**src/rtl/usb1bd_pkg.sv**
```systemverilog
`default_nettype none
// ============================================================================
// Module  : usb1bd_pkg
// Purpose : Shared definitions for the USB1 receive packet FIFO.
//           - drop_cause encodings reported on a discarded packet
//           - receive state machine encoding
// Ports   : none (package)
// Revision: 1.0 - initial release
// ============================================================================
package usb1bd_pkg;

  localparam logic [1:0] DROP_NONE  = 2'b00;
  localparam logic [1:0] DROP_CRC   = 2'b01;
  localparam logic [1:0] DROP_OVF   = 2'b10;
  localparam logic [1:0] DROP_SHORT = 2'b11;

  typedef enum logic [1:0] {
    ST_IDLE = 2'd0,
    ST_RECV = 2'd1,
    ST_DONE = 2'd2
  } rx_state_e;

endpackage : usb1bd_pkg
`default_nettype wire

```
**src/rtl/usb1bd_sync_ram.sv**
```systemverilog
`default_nettype none
// ============================================================================
// Module  : usb1bd_sync_ram
// Purpose : DEPTH x 8 storage, one write port, one registered read port.
//           Contents are not reset.
// Ports   : clk            - clock
//           we/waddr/wdata - write port
//           re/raddr       - read request; rdata updates on the next edge
//           rdata          - registered read data, holds when re=0
// Revision: 1.0 - initial release
// ============================================================================
module usb1bd_sync_ram #(
  parameter int DEPTH = 64,
  parameter int AW    = 6
) (
  input  logic          clk,
  input  logic          we,
  input  logic [AW-1:0] waddr,
  input  logic [7:0]    wdata,
  input  logic          re,
  input  logic [AW-1:0] raddr,
  output logic [7:0]    rdata
);

  logic [7:0] r_mem [DEPTH];
  logic [7:0] r_rdata;

  always_ff @(posedge clk) begin
    if (we) begin
      r_mem[waddr] <= wdata;
    end
    if (re) begin
      r_rdata <= r_mem[raddr];
    end
  end

  assign rdata = r_rdata;

endmodule : usb1bd_sync_ram
`default_nettype wire

```
**src/rtl/usb1bd_rx_pkt_fifo.sv**
```systemverilog
`default_nettype none
// ============================================================================
// Module  : usb1bd_rx_pkt_fifo
// Purpose : Receive packet FIFO. Bytes of the open packet are stored
//           speculatively; the packet becomes readable only once it ends
//           with a good CRC, otherwise the write pointer rolls back. The two
//           trailing CRC16 bytes are held back by a 2-byte pipeline and never
//           stored.
// Ports   : clk, rst (async, active-low)
//           rx_fifo_data/dvalid/ddone, crc16_err, rx_abort - protocol side
//           flush                     - synchronous clear of everything
//           rd_en, rd_data            - read side (rd_data registered)
//           empty, avail_cnt          - committed, unread byte status
//           pkt_ok, pkt_len           - commit pulse / last committed length
//           pkt_drop, drop_cause      - drop pulse / last drop reason
// Revision: 1.0 - initial release
// ============================================================================
module usb1bd_rx_pkt_fifo
  import usb1bd_pkg::*;
#(
  parameter int DEPTH = 64,
  parameter int AW    = 6
) (
  input  logic        clk,
  input  logic        rst,
  input  logic [7:0]  rx_fifo_data,
  input  logic        rx_fifo_dvalid,
  input  logic        rx_fifo_ddone,
  input  logic        crc16_err,
  input  logic        rx_abort,
  input  logic        flush,
  input  logic        rd_en,
  output logic [7:0]  rd_data,
  output logic        empty,
  output logic [AW:0] avail_cnt,
  output logic        pkt_ok,
  output logic [AW:0] pkt_len,
  output logic        pkt_drop,
  output logic [1:0]  drop_cause
);

  localparam logic [AW:0] c_DEPTH = (AW+1)'(DEPTH);
  localparam logic [AW:0] c_ONE   = (AW+1)'(1);

  // state and pointers
  rx_state_e   r_state;
  rx_state_e   w_state_next;
  logic [AW:0] r_wr_ptr;
  logic [AW:0] r_rd_ptr;
  logic [AW:0] r_cm_ptr;
  logic        r_ovf;

  // hold pipeline: r_h0 is the oldest byte, r_hcnt how many are held
  logic [7:0]  r_h0;
  logic [7:0]  r_h1;
  logic [1:0]  r_hcnt;

  // status registers
  logic        r_pkt_ok;
  logic        r_pkt_drop;
  logic [AW:0] r_pkt_len;
  logic [1:0]  r_drop_cause;
  logic        r_rd_seen;

  // combinational
  logic        w_empty;
  logic        w_rd_fire;
  logic [AW:0] w_used;
  logic        w_shift;
  logic        w_store;
  logic        w_ovf_eff;
  logic [AW:0] w_wr_adv;
  logic [1:0]  w_hcnt_adv;
  logic        w_in_recv;
  logic        w_eop;
  logic        w_commit;
  logic        w_drop;
  logic [1:0]  w_drop_code;
  logic        w_end_pkt;
  logic [7:0]  w_ram_q;

  assign w_empty    = (r_cm_ptr == r_rd_ptr);
  assign w_rd_fire  = rd_en & ~w_empty & ~flush;
  // Occupancy includes the speculative bytes of the open packet; it is
  // measured against rd_ptr as it stands, so a read this cycle frees no
  // space until the next one.
  assign w_used     = r_wr_ptr - r_rd_ptr;
  assign w_shift    = rx_fifo_dvalid & (r_hcnt == 2'd2);
  assign w_store    = w_shift & ~r_ovf & (w_used != c_DEPTH);
  assign w_ovf_eff  = r_ovf | (w_shift & (w_used == c_DEPTH));
  // Pointer / byte count including this cycle's byte, so a ddone arriving
  // with the last byte evaluates the packet with that byte taken.
  assign w_wr_adv   = w_store ? (r_wr_ptr + c_ONE) : r_wr_ptr;
  assign w_hcnt_adv = (rx_fifo_dvalid && (r_hcnt != 2'd2)) ? (r_hcnt + 2'd1) : r_hcnt;
  assign w_in_recv  = (r_state == ST_RECV);
  // A ddone only means something inside a packet (or with its first byte).
  assign w_eop      = rx_fifo_ddone & (w_in_recv | rx_fifo_dvalid);

  // --------------------------------------------------------------------------
  // FSM: state register
  // --------------------------------------------------------------------------
  always_ff @(posedge clk or negedge rst) begin
    if (!rst) begin
      r_state <= ST_IDLE;
    end else begin
      r_state <= w_state_next;
    end
  end

  // --------------------------------------------------------------------------
  // FSM: next state and end-of-packet decisions
  // --------------------------------------------------------------------------
  always_comb begin
    w_state_next = r_state;
    w_commit     = 1'b0;
    w_drop       = 1'b0;
    w_drop_code  = DROP_NONE;
    w_end_pkt    = 1'b0;

    if (flush) begin
      w_state_next = ST_IDLE;
      w_end_pkt    = 1'b1;
    end else if (rx_abort) begin
      w_state_next = ST_IDLE;
      w_end_pkt    = 1'b1;
      if (w_in_recv) begin
        w_drop      = 1'b1;
        w_drop_code = DROP_SHORT;
      end
    end else begin
      case (r_state)
        ST_IDLE, ST_DONE: begin
          // A byte right after DONE starts the next packet immediately.
          if (rx_fifo_dvalid) begin
            w_state_next = rx_fifo_ddone ? ST_DONE : ST_RECV;
          end else begin
            w_state_next = ST_IDLE;
          end
        end
        ST_RECV: begin
          if (rx_fifo_ddone) begin
            w_state_next = ST_DONE;
          end
        end
        default: w_state_next = ST_IDLE;
      endcase

      if (w_eop) begin
        w_end_pkt = 1'b1;
        if (crc16_err) begin
          w_drop      = 1'b1;
          w_drop_code = DROP_CRC;
        end else if (w_ovf_eff) begin
          w_drop      = 1'b1;
          w_drop_code = DROP_OVF;
        end else if (w_hcnt_adv != 2'd2) begin
          w_drop      = 1'b1;
          w_drop_code = DROP_SHORT;
        end else begin
          w_commit    = 1'b1;
        end
      end
    end
  end

  // --------------------------------------------------------------------------
  // Pointers, hold pipeline and overflow flag
  // --------------------------------------------------------------------------
  always_ff @(posedge clk or negedge rst) begin
    if (!rst) begin
      r_wr_ptr <= '0;
      r_rd_ptr <= '0;
      r_cm_ptr <= '0;
      r_ovf    <= 1'b0;
      r_h0     <= 8'h00;
      r_h1     <= 8'h00;
      r_hcnt   <= 2'd0;
    end else begin
      if (flush) begin
        r_wr_ptr <= '0;
        r_cm_ptr <= '0;
      end else if (w_commit) begin
        r_wr_ptr <= w_wr_adv;
        r_cm_ptr <= w_wr_adv;
      end else if (w_end_pkt) begin
        r_wr_ptr <= r_cm_ptr;
      end else begin
        r_wr_ptr <= w_wr_adv;
      end

      if (flush) begin
        r_rd_ptr <= '0;
      end else if (w_rd_fire) begin
        r_rd_ptr <= r_rd_ptr + c_ONE;
      end

      if (w_end_pkt) begin
        r_hcnt <= 2'd0;
        r_ovf  <= 1'b0;
      end else if (rx_fifo_dvalid) begin
        r_hcnt <= w_hcnt_adv;
        r_ovf  <= w_ovf_eff;
        case (r_hcnt)
          2'd0:    r_h0 <= rx_fifo_data;
          2'd1:    r_h1 <= rx_fifo_data;
          default: begin
            r_h0 <= r_h1;
            r_h1 <= rx_fifo_data;
          end
        endcase
      end
    end
  end

  // --------------------------------------------------------------------------
  // Status outputs
  // --------------------------------------------------------------------------
  always_ff @(posedge clk or negedge rst) begin
    if (!rst) begin
      r_pkt_ok     <= 1'b0;
      r_pkt_drop   <= 1'b0;
      r_pkt_len    <= '0;
      r_drop_cause <= DROP_NONE;
      r_rd_seen    <= 1'b0;
    end else begin
      r_pkt_ok   <= w_commit;
      r_pkt_drop <= w_drop;
      if (w_commit) begin
        r_pkt_len <= w_wr_adv - r_cm_ptr;
      end
      if (w_drop) begin
        r_drop_cause <= w_drop_code;
      end
      if (w_rd_fire) begin
        r_rd_seen <= 1'b1;
      end
    end
  end

  // --------------------------------------------------------------------------
  // Storage. Write and read addresses never collide: the write side is
  // blocked once it is DEPTH ahead of the read pointer.
  // --------------------------------------------------------------------------
  usb1bd_sync_ram #(
    .DEPTH (DEPTH),
    .AW    (AW)
  ) u_ram (
    .clk   (clk),
    .we    (w_store & ~flush),
    .waddr (r_wr_ptr[AW-1:0]),
    .wdata (r_h0),
    .re    (w_rd_fire),
    .raddr (r_rd_ptr[AW-1:0]),
    .rdata (w_ram_q)
  );

  // The RAM output register has no reset; present 0 until the first read.
  assign rd_data    = r_rd_seen ? w_ram_q : 8'h00;
  assign empty      = w_empty;
  assign avail_cnt  = r_cm_ptr - r_rd_ptr;
  assign pkt_ok     = r_pkt_ok;
  assign pkt_len    = r_pkt_len;
  assign pkt_drop   = r_pkt_drop;
  assign drop_cause = r_drop_cause;

endmodule : usb1bd_rx_pkt_fifo
`default_nettype wire

```
**config.mk**
```make
export PLATFORM = sky130hd
export DESIGN_NAME = usb1bd_rx_pkt_fifo
export DESIGN_NICKNAME = d
export VERILOG_FILES = /design/src/rtl/usb1bd_pkg.sv /design/src/rtl/usb1bd_sync_ram.sv /design/src/rtl/usb1bd_rx_pkt_fifo.sv
export SDC_FILE = /design/constraint.sdc
export NUM_CORES = 1
export LEC_CHECK = 0
export BUFFER_PORTS_ARGS = -buffer_cell sky130_fd_sc_hd__buf_2
export CORE_MARGIN = 3
export CORE_UTILIZATION = 28
export CTS_BUF_LIST = sky130_fd_sc_hd__clkbuf_4 sky130_fd_sc_hd__clkbuf_8 sky130_fd_sc_hd__clkbuf_16
export DETAILED_ROUTE_END_ITERATION = 10
export GPL_ROUTABILITY_DRIVEN = 0
export SLEW_MARGIN = 0
export SYNTH_ARGS = -nofsm -noshare
export SYNTH_HDL_FRONTEND = slang
export SYNTH_SLANG_ARGS = --single-unit
```
**constraint.sdc**
```tcl
create_clock -name clk -period 8.1 [get_ports clk]
set_input_delay 0.405 -clock clk [delete_from_list [all_inputs] [get_ports clk]]
set_output_delay 0.405 -clock clk [all_outputs]
set_load 0.03 [all_outputs]
```
==> out/results.tsv, run 1 <==
metric	value	unit
clk_pin_slew	0.06	ns
power.internal	0.00495	W
grt.overflow.total	0	
cts_buffer_depth	3	
avgSynthCellArea	20.2	µm²
slowest_delay	1.10	ns
cts-buffers-inserted	57	
cpMaxStageDelayCell	dfrtp_4	
start_util	0.284	
seqPwrFrac	0.547	
rsz0062_at_grt	false	
die_x	295	µm
yosys.area.top_type_share	0.668	
cts_hold_buf	2	
path_max_fanout	48	
max_freq	196	MHz
critPathArrivalTime	5.59	ns
finalNetCount	1258	
drtPass1Iterations	5	
multi_input_area	5980	µm²
vias	11158	
cts_max_level	2	
min_period_over_period	0.631	
grt_usage	0.118	
power_frac_comb	0.049	
synth_top_cell_by_area	edfxtp_1	
max_cap_viol_count	0	
worstMarginPinSlew	1.02	ns
start_kind	flip-flop	
ys_warn_count	0	
synth_area	23400	µm²
worstPathRequired	8.58	ns
tns	0	ns
path_common_cell	xnor2_1	
first_global_vias	11525	
core_area	82400	µm²
postRouteAntennaNets	0	
area_growth	13.7	%
yosysUniqueCellTypes	61	
grt_max_degree	67	
stdcell_area	26600	µm²
route.detailed.drc	0	
p_sw_frac	0.215	
vias_per_cell	4.79	
clkPwrFrac	0.404	
synth_edf_count	520	
seq_area	17000	µm²
die_h	295	µm
std_cell_rows	105	
placed_area	24700	µm²
async_reset_ff_frac	0.0941	
num-fill-cells	7724	
grt_pass1_wl	76.1	mm
ys.flop_type	edfxtp_1	
boundaryPins	43	
routed_wl	51.1	mm
report.final.slew_viol_count	0	
peakVddDrop	0.169	mV
min_path_type	in2reg	
fin_crit	5.11	ns
finalClockSkew	0.0162	ns
drive_gt1_frac	0.281	
ys_ff_latch	574	
cts_root_buf	clkbuf_16	
die_area	87000	µm²
synthCells	1155	
dp_hpwl	31.3	mm
antenna_cells	0	
hold_viol_final	0	
avgRoutedWirePerCell	21.9	µm
status	complete, no violations	
critPathKind	reg2reg	
first_iter_violations	1076	
cts_tree	yes	
cts_resized	0	
clock_sinks	574	
numPortBuffers	42	
clock_latency	0.60	ns
power.density	237	nW/µm²
cts_setup_buffers	0	
worstSetupEndpointType	flip-flop	
relSlewSlack	0.320	
power.switching	0.00135	W
ys_seq_area_frac	0.726	
syn_nets	1196	
antenna_found_initial	0	
p_leak	8.36	nW
path_cells	ha_1 -> nor2b_1 -> o211a_1 -> a311oi_2 -> mux2i_1 -> and2_1 -> xnor2_1 -> ha_1 -> inv_1 -> fa_1 -> a21o_1 -> a21oi_1 -> o21bai_1 -> a21oi_1 -> xnor2_1 -> xnor2_1 -> mux2_1	
synth_area_leaders	edfxtp_1 67%, mux4_2 16%, dfrtp_1 5.8%	
setup_viol	0	
==> cells in the mapped netlist (all sizes together), types with 2 or more instances <==
cell	number
nand2	16
nor3b	2
fa	2
nand2b	4
nor4	5
mux4	168
inv	29
edfxtp	520
or3b	2
o21bai	2
xnor2	15
nor3	5
o21a	2
and4	2
xor2	8
nand3b	5
or3	5
nor2b	7
mux2	15
or2	3
clkbuf	24
a211oi	12
o21ai	9
and2	10
buf	31
ha	23
a21o	7
and3	2
dfrtp	54
nand3	8
mux2i	13
nand4	5
and3b	2
a21oi	20
nor2	105
==> path summary, 6_finish.rpt <==
kind                                         start                       to  slack [ns]  cells after the start
max in group asynchronous                      rst  r_rd_ptr[0]$_DFFE_PN0P_        7.06                      3
min                                       rx_abort   r_state[0]$_DFFE_PN0P_        0.06                      2
min in group asynchronous                      rst   pkt_len[0]$_DFFE_PN0P_        0.51                      3
max reg2reg                r_rd_ptr[0]$_DFFE_PN0P_   pkt_len[6]$_DFFE_PN0P_        2.99                     17
min reg2reg                 pkt_len[4]$_DFFE_PN0P_   pkt_len[4]$_DFFE_PN0P_        0.49                      1
max                        r_rd_ptr[0]$_DFFE_PN0P_   pkt_len[6]$_DFFE_PN0P_        2.99                     17
==> registers in the layout (all words and copies together), names as in the netlist, 7 cells and up <==
register / cells
r_h1: 8
u_ram.r_mem: 512
r_h0: 8
r_cm_ptr: 7
r_rd_ptr: 7
u_ram.rdata: 8
pkt_len: 7
r_wr_ptr: 7
==> routing by layer <==
| layer | wire length [µm] | global-route usage | part of all wire |
|---|---|---|---|
| met5 | 0 | 0 | 0 |
| met4 | 1090 | 0.0316 | 0.021 |
| met3 | 2730 | 0.0190 | 0.053 |
| met2 | 25400 | 0.197 | 0.50 |
| met1 | 21900 | 0.160 | 0.43 |
==> layout by cell type (no fill, tap or decap), types with 3 or more instances in the layout <==
| master | instances |
|---|---|
| nor4_1 | 5 |
| edfxtp_1 | 520 |
| and2_1 | 10 |
| inv_2 | 4 |
| inv_1 | 25 |
| dfrtp_2 | 8 |
| nor2b_1 | 6 |
| mux2i_1 | 13 |
| buf_2 | 42 |
| a21o_1 | 7 |
| xor2_1 | 8 |
| clkinv_2 | 13 |
| nand2_1 | 15 |
| clkinv_1 | 11 |
| a211oi_1 | 8 |
| mux2_2 | 9 |
| xnor2_1 | 15 |
| clkbuf_4 | 14 |
| o21ai_1 | 3 |
| mux4_2 | 168 |
| nand4_1 | 5 |
| dfrtp_4 | 3 |
| nor3_1 | 5 |
| ha_1 | 23 |
| nand3_1 | 8 |
| nand2b_1 | 4 |
| o21ai_0 | 5 |
| a211oi_2 | 4 |
| nor2_1 | 104 |
| clkbuf_16 | 59 |
| buf_4 | 14 |
| dfrtp_1 | 43 |
| mux2_1 | 6 |
| bufinv_16 | 3 |
| or3_1 | 4 |
| a21oi_1 | 20 |
| nand3b_1 | 5 |
==> worst max-delay path, delay by kind of cell (launching register included) <==
kind	cells	cell delay [ns]
buffers and inverters	1	0.06
AOI/OAI and AO/OA	6	1.27
adders and majority gates	3	0.98
xor gates and xnor gates	3	0.43
and+or+nand+nor	2	0.34
DFF	1	1.10
muxes	2	0.79
==> area by class of cell <==
type                    instances  share of cell area
clock buffers                  75              0.0606
clock inverters                28             0.00786
inverters                      30             0.00424
multi-input cells             496               0.225
flip-flops and latches        574               0.639
well taps                    1070              0.0504
repair buffers                 58              0.0126
==> through the flow <==
stage | hold slack, ns | total power [W] | setup WS [ns] | utilization | instances
5_1_grt | 0.0365 | 0.00652 | 2.51 | 0.323 | 2331
3_3_place_gp | 0.473 | 0.00382 | 3.10 | 0.300 | 2226
3_5_place_dp | 0.479 | 0.00384 | 3.00 | 0.300 | 2226
6_report | 0.0567 | 0.00631 | 2.99 | 0.323 | 2331
2_1_floorplan | 0.109 | 0.00366 | 2.98 | - | 1155
4_1_cts | 0.0249 | 0.00637 | 2.97 | 0.323 | 2331
==> cells by family (layout without fill, tap and decap cells) <==
kind of cell	count (synthesis)	count (layout)	share of synthesized area
AOI/OAI and AO/OA	62	62	0.0188
xor gates and xnor gates	23	23	0.00862
adders and majority gates	25	25	0.0140
buffers and inverters	85	191	0.0186
DFF	574	574	0.726
muxes	196	196	0.175
and+or+nand+nor	190	190	0.0396
==> power groups by stage <==
| stage | clock [W] | sequential (W) | combinational (W) |
|---|---|---|---|
| 2_1_floorplan | 0 | 0.00357 | 0.0000874 |
| 3_3_place_gp | 0 | 0.00351 | 0.000309 |
| 3_5_place_dp | 0 | 0.00351 | 0.000323 |
| 4_1_cts | 0.00260 | 0.00345 | 0.000324 |
| 5_1_grt | 0.00272 | 0.00345 | 0.000345 |
| 6_report | 0.00255 | 0.00345 | 0.000312 |
No activity file was read; power rests on OpenSTA's default activity.
==> inputs of run 2 (changes only) <==
Clock period 8.1 ns to 5.1 ns, I/O delays scaled along.
==> run 2 against run 1 <==
Compared with the run above:
- non-clock buffer count increased by 27
- utilization increased by 0.50 points
- first-iteration DRC count rose by 3.3%
- cell count increased by 1.3%
- global-route usage about the same
- register-to-register slack lost 2.5 ns
- sequential share of layout area is 0.97 points lower
- critical path depth unchanged
- die area did not move
- critical endpoint unchanged
- largest cell class unchanged
- largest power group unchanged
==> out/results.tsv, run 2 (same netlist as run 1, synthesis figures left out) <==
metric	value	unit	change
power_frac_comb	0.044		was 0.049
power.internal	0.00816	W	was 0.00495 W
largest_reg_flops	512		unchanged
area_growth	15.4	%	was 13.7%
critPathKind	reg2reg		unchanged
start_kind	flip-flop		unchanged
layout_commonest_cell	edfxtp_1		unchanged
path_max_fanout	11		was 48
grt_max_degree	73		was 67
grt_pass1_wl	76.8	mm	was 76.1 mm
critPathArrivalTime	5.12	ns	was 5.59 ns
setup_viol	0		unchanged
route.detailed.drc	0		unchanged
num-fill-cells	7720		was 7,724
finalNetCount	1286		was 1,258
cts_resized	0		unchanged
drive_gt1_frac	0.289		was 0.281
placed_area	24800	µm²	was 24,700 µm²
first_global_vias	11714		was 11,525
grt.overflow.total	0		unchanged
grt_usage	0.118		about the same
dp_hpwl	31.3	mm	about the same
core_area	82400	µm²	unchanged
status	complete, no violations		unchanged
tns	0	ns	unchanged
max_freq	216	MHz	was 196 MHz
report.final.slew_viol_count	0		unchanged
die_area	87000	µm²	unchanged
regMostFlops	u_ram.r_mem		unchanged
fin_crit	4.63	ns	was 5.11 ns
max_cap_viol_count	0		unchanged
worstMarginPinSlew	1.32	ns	was 1.02 ns
peakVddDrop	0.256	mV	was 0.169 mV
clock_sinks	574		unchanged
hold_viol_final	0		unchanged
vias	11198		was 11,158
stdcell_area	27000	µm²	was 26,600 µm²
cts-buffers-inserted	58		was 57
clkPwrFrac	0.424		was 0.404
postRouteAntennaNets	0		unchanged
finalClockSkew	0.0122	ns	was 0.0162 ns
boundaryPins	43		unchanged
clock_latency	0.61	ns	was 0.60 ns
numPortBuffers	42		unchanged
cts_hold_buf	14		was 2
cts_max_level	2		unchanged
vias_per_cell	4.74		was 4.79
worstSetupEndpointType	flip-flop		unchanged
relSlewSlack	0.121		was 0.320
routed_wl	51.2	mm	was 51.1 mm
avgRoutedWirePerCell	21.7	µm	was 21.9 µm
first_iter_violations	1112		was 1,076
rsz0062_at_grt	false		unchanged
layout_setup_ws	0.466	ns	was 2.99 ns
cts_tree	yes		unchanged
p_sw_frac	0.213		was 0.215
worstPathRequired	5.59	ns	was 8.58 ns
antenna_found_initial	2		was 0
min_path_type	in2reg		unchanged
power.switching	0.00220	W	was 0.00135 W
power.density	384	nW/µm²	was 237 nW/µm²
cts_root_buf	clkbuf_16		unchanged
cts_setup_buffers	0		unchanged
seqPwrFrac	0.532		was 0.547
start_util	0.284		unchanged
clk_pin_slew	0.06	ns	about the same
place_ws	0.546	ns	was 3.00 ns
cts_buffer_depth	3		unchanged
final_cell_mix	520 x edfxtp_1, 168 x mux4_2, 104 x nor2_1		unchanged
die_x	295	µm	unchanged
std_cell_rows	105		unchanged
p_leak	8.54	nW	was 8.36 nW
drtPass1Iterations	5		unchanged
min_period_over_period	0.909		was 0.631
die_h	295	µm	unchanged
run 2: cell count changes in the layout (fill, tap and decap cells not counted):
cell,change
clkinv_1,-3
clkinv_4,+1
diode_2,+2
clkbuf_16,+2
bufinv_16,+5
clkbuf_8,-2
clkinvlp_4,+6
buf_4,+15
dlygate4sd3_1,+12
clkbuf_4,-2
clkinv_2,-6
run 2: area by class of cell:
type	instances	area (µm²)	share of cell area
Sequential cell	574	17000	0.630
Multi-Input combinational cell	496	5980	0.222
Clock buffer	73	1620	0.0599
Tap cell	1070	1340	0.0496
Timing Repair Buffer	85	568	0.0211
Clock inverter	31	372	0.0138
Inverter	30	113	0.00417
Antenna cell	2	5.00	0.000186
run 2: power groups by stage:
| stage | sequential [W] | clock (W) | combinational, W |
|---|---|---|---|
| 3_5_place_dp | 0.00561 | 0 | 0.000464 |
| 6_report | 0.00551 | 0.00439 | 0.000457 |
| 4_1_cts | 0.00551 | 0.00448 | 0.000472 |
| 5_1_grt | 0.00552 | 0.00466 | 0.000503 |
| 3_3_place_gp | 0.00561 | 0 | 0.000441 |
| 2_1_floorplan | 0.00567 | 0 | 0.000139 |
run 2: final timing paths:
path | startpoint | to | slack [ns] | cells past startpoint
setup / recovery | r_wr_ptr[5]$_DFF_PN0_ | pkt_len[6]$_DFFE_PN0P_ | 0.47 | 17
hold / removal | flush | r_wr_ptr[6]$_DFF_PN0_ | 0.16 | 2
setup reg to reg | r_wr_ptr[5]$_DFF_PN0_ | pkt_len[6]$_DFFE_PN0P_ | 0.47 | 17
hold reg to reg | r_h0[6]$_DFFE_PN0P_ | u_ram.r_mem[14][6]$_DFFE_PP_ | 0.48 | 0
max in group asynchronous | rst | r_rd_ptr[2]$_DFFE_PN0P_ | 4.22 | 3
min in group asynchronous | rst | r_state[0]$_DFFE_PN0P_ | 0.32 | 3
run 2: per-layer routing:
layer / global-route usage / part of all wire / vias to the layer above
met5: 0 / 0 / -
met4: 0.0342 / 0.024 / 0
met3: 0.0177 / 0.044 / 85
met2: 0.200 / 0.50 / 248
met1: 0.157 / 0.43 / 5974
li1: - / - / 4891
run 2: worst max-delay path, stage by stage, from the launching register on:
cell	delay, ns
dfrtp_1	0.50
ha_1	0.42
and4_1	0.25
o211a_1	0.13
a311oi_2	0.38
mux2i_1	0.52
and2_1	0.26
xnor2_1	0.19
ha_1	0.20
inv_1	0.06
fa_1	0.42
a21o_1	0.19
a21oi_1	0.21
o21bai_1	0.09
a21oi_1	0.17
xnor2_1	0.15
xnor2_1	0.08
mux2_1	0.29
run 2: stage by stage:
stage | hold slack, ns | std cells | power, W | util
2_1_floorplan | -0.0406 | 1155 | 0.00581 | -
3_3_place_gp | 0.435 | 2241 | 0.00605 | 0.302
3_5_place_dp | 0.453 | 2241 | 0.00608 | 0.302
4_1_cts | 0.122 | 2359 | 0.0105 | 0.327
5_1_grt | 0.153 | 2361 | 0.0107 | 0.328
6_report | 0.164 | 2361 | 0.0104 | 0.328
==> inputs of run 3 (changes only) <==
==> constraint.sdc (replaced) <==
create_clock -name clk -period 5.1 [get_ports clk]
set_input_delay 1.02 -clock clk [delete_from_list [all_inputs] [get_ports clk]]
set_output_delay 1.02 -clock clk [all_outputs]
set_load 0.03 [all_outputs]
==> run 3 against run 2 <==
Compared with the run above:
- routed wire length increased by 0.26%
- critical path type unchanged
- hold slack improved by 0.32 ns
- power fell by 3.4%
- clock power down 8.0%
- register-to-register slack worse by 0.02 ns
- count of clock-buffer cells in the layout rose by 5
- setup slack worse by 0.015 ns
- design area is 1.0% lower
- utilization down 0.33 points
- maximum frequency is 0.33% lower
==> out/results.tsv, run 3 (same netlist as run 1, synthesis figures left out) <==
metric	value	unit	change
status	complete, no violations		unchanged
final_cell_mix	520 x edfxtp_1, 168 x mux4_2, 104 x nor2_1		unchanged
layout_commonest_cell	edfxtp_1		unchanged
cts-buffers-inserted	59		was 58
path_cells	ha_1 -> and4_1 -> o211a_1 -> a311oi_2 -> mux2i_1 -> and2_1 -> xnor2_1 -> ha_1 -> inv_1 -> fa_1 -> a21o_1 -> a21oi_1 -> o21bai_1 -> a21oi_1 -> xnor2_1 -> xnor2_1 -> mux2_1		unchanged
regMostFlops	u_ram.r_mem		unchanged
numPortBuffers	42		unchanged
cts_root_buf	clkbuf_16		unchanged
boundaryPins	43		unchanged
peakVddDrop	0.284	mV	was 0.256 mV
min_path_type	reg2reg		was in2reg
clk_pin_slew	0.06	ns	about the same
antenna_found_initial	0		was 2
setup_viol	0		unchanged
vias	11138		was 11,198
worstMarginPinSlew	0.975	ns	was 1.32 ns
min_period_over_period	0.912		was 0.909
final_core_utilization	0.324		was 0.328
worstSetupEndpointType	flip-flop		unchanged
die_h	295	µm	unchanged
p_leak	8.45	nW	was 8.54 nW
grt_pass1_wl	77.0	mm	was 76.8 mm
finalClockSkew	0.0105	ns	was 0.0122 ns
max_cap_viol_count	0		unchanged
layout_setup_ws	0.451	ns	was 0.466 ns
drtPass1Iterations	7		was 5
cts_resized	0		unchanged
clock_sinks	574		unchanged
critPathArrivalTime	5.14	ns	was 5.12 ns
cts_hold_buf	0		was 14
grt.overflow.total	0		unchanged
slowest_delay	0.49	ns	was 0.52 ns
routed_wl	51.3	mm	was 51.2 mm
path_common_cell	xnor2_1		unchanged
die_area	87000	µm²	unchanged
relSlewSlack	0.350		was 0.121
max_freq	215	MHz	was 216 MHz
worstPathRequired	5.59	ns	about the same
clock_latency	0.61	ns	about the same
grt_usage	0.118		about the same
cts_setup_buffers	0		unchanged
dp.cells	2246		was 2,241
avgRoutedWirePerCell	21.8	µm	was 21.7 µm
cts_buffer_depth	3		unchanged
cts_tree	yes		unchanged
critPathKind	reg2reg		unchanged
report.final.slew_viol_count	0		unchanged
finalNetCount	1278		was 1,286
grt_max_degree	65		was 73
tns	0	ns	unchanged
rsz0062_at_grt	false		unchanged
place_ws	0.469	ns	was 0.546 ns
start_util	0.284		unchanged
route.detailed.drc	0		unchanged
postRouteAntennaNets	0		unchanged
power.density	375	nW/µm²	was 384 nW/µm²
dp_hpwl	32.1	mm	was 31.3 mm
cpMaxStageDelayCell	dfrtp_1		was mux2i_1
first_global_vias	11605		was 11,714
num-fill-cells	7765		was 7,720
first_iter_violations	988		was 1,112
fin_cells	2356		was 2,361
hold_viol_final	0		unchanged
start_kind	flip-flop		unchanged
vias_per_cell	4.73		was 4.74
area_growth	14.2	%	was 15.4%
core_area	82400	µm²	unchanged
path_max_fanout	11		unchanged
std_cell_rows	105		unchanged
cts_max_level	2		unchanged
antenna_cells	0		was 2
largest_reg_flops	512		unchanged
die_x	295	µm	unchanged
drive_gt1_frac	0.291		was 0.289
fin_crit	4.65	ns	was 4.63 ns
holdWs	0.489	ns	was 0.164 ns
run 3: cell count changes in the layout (fill, tap and decap cells not counted), sizes merged:
cell,previous run,this run
buf,71,76
bufinv,8,1
clkbuf,73,78
clkinv,16,29
clkinvlp,7,3
diode,2,0
dlygate4sd3,14,0
inv,30,29
run 3: through the flow:
| step | area (µm²) | power [W] |
|---|---|---|
| floorplan | 23400 | 0.00581 |
| global placement | 24900 | 0.00605 |
| detailed placement | 24900 | 0.00608 |
| CTS | 26700 | 0.0101 |
| global route | 26700 | 0.0104 |
| finish | 26700 | 0.0100 |
run 3: worst max-delay path: cells and delay by family, from the launching register on:
kind            cells  cell delay [ns]
xor+xnor            3             0.43
buf+inv             1             0.06
compound gates      6             1.25
flops               1             0.49
simple gates        2             0.52
mux                 2             0.73
fa+ha+maj           3             1.06
run 3: layer usage:
layer / track usage / wire length (µm)
met4: 0.0336 / 1260
met5: 0 / 0
met1: 0.158 / 21700
met3: 0.0190 / 2500
met2: 0.201 / 25800
run 3: area by class of cell:
| cell class | count | area (µm²) | share of cell area |
|---|---|---|---|
| clock inverters | 32 | 171 | 0.00642 |
| repair buffers | 76 | 465 | 0.0174 |
| multi-input cells | 496 | 5980 | 0.224 |
| inverters | 30 | 113 | 0.00422 |
| well taps | 1070 | 1340 | 0.0501 |
| clock buffers | 78 | 1650 | 0.0619 |
| flip-flops and latches | 574 | 17000 | 0.636 |
run 3: final timing paths:
path                                        startpoint                       to  slack (ns)  cells past startpoint
worst max-delay path             r_wr_ptr[5]$_DFF_PN0_   pkt_len[6]$_DFFE_PN0P_        0.45                     17
worst min-delay path            pkt_len[5]$_DFFE_PN0P_   pkt_len[5]$_DFFE_PN0P_        0.49                      1
worst max register to register   r_wr_ptr[5]$_DFF_PN0_   pkt_len[6]$_DFFE_PN0P_        0.45                     17
worst min register to register  pkt_len[5]$_DFFE_PN0P_   pkt_len[5]$_DFFE_PN0P_        0.49                      1
max in group asynchronous                          rst  r_rd_ptr[1]$_DFFE_PN0P_        4.01                      2
min in group asynchronous                          rst   pkt_len[0]$_DFFE_PN0P_        0.55                      2
run 3: power breakdown:
part	total [W]	switching [W]	internal, W
sequential	0.00552	0.000112	0.00541
clock	0.00404	0.00172	0.00232
combinational	0.000446	0.000350	0.0000961
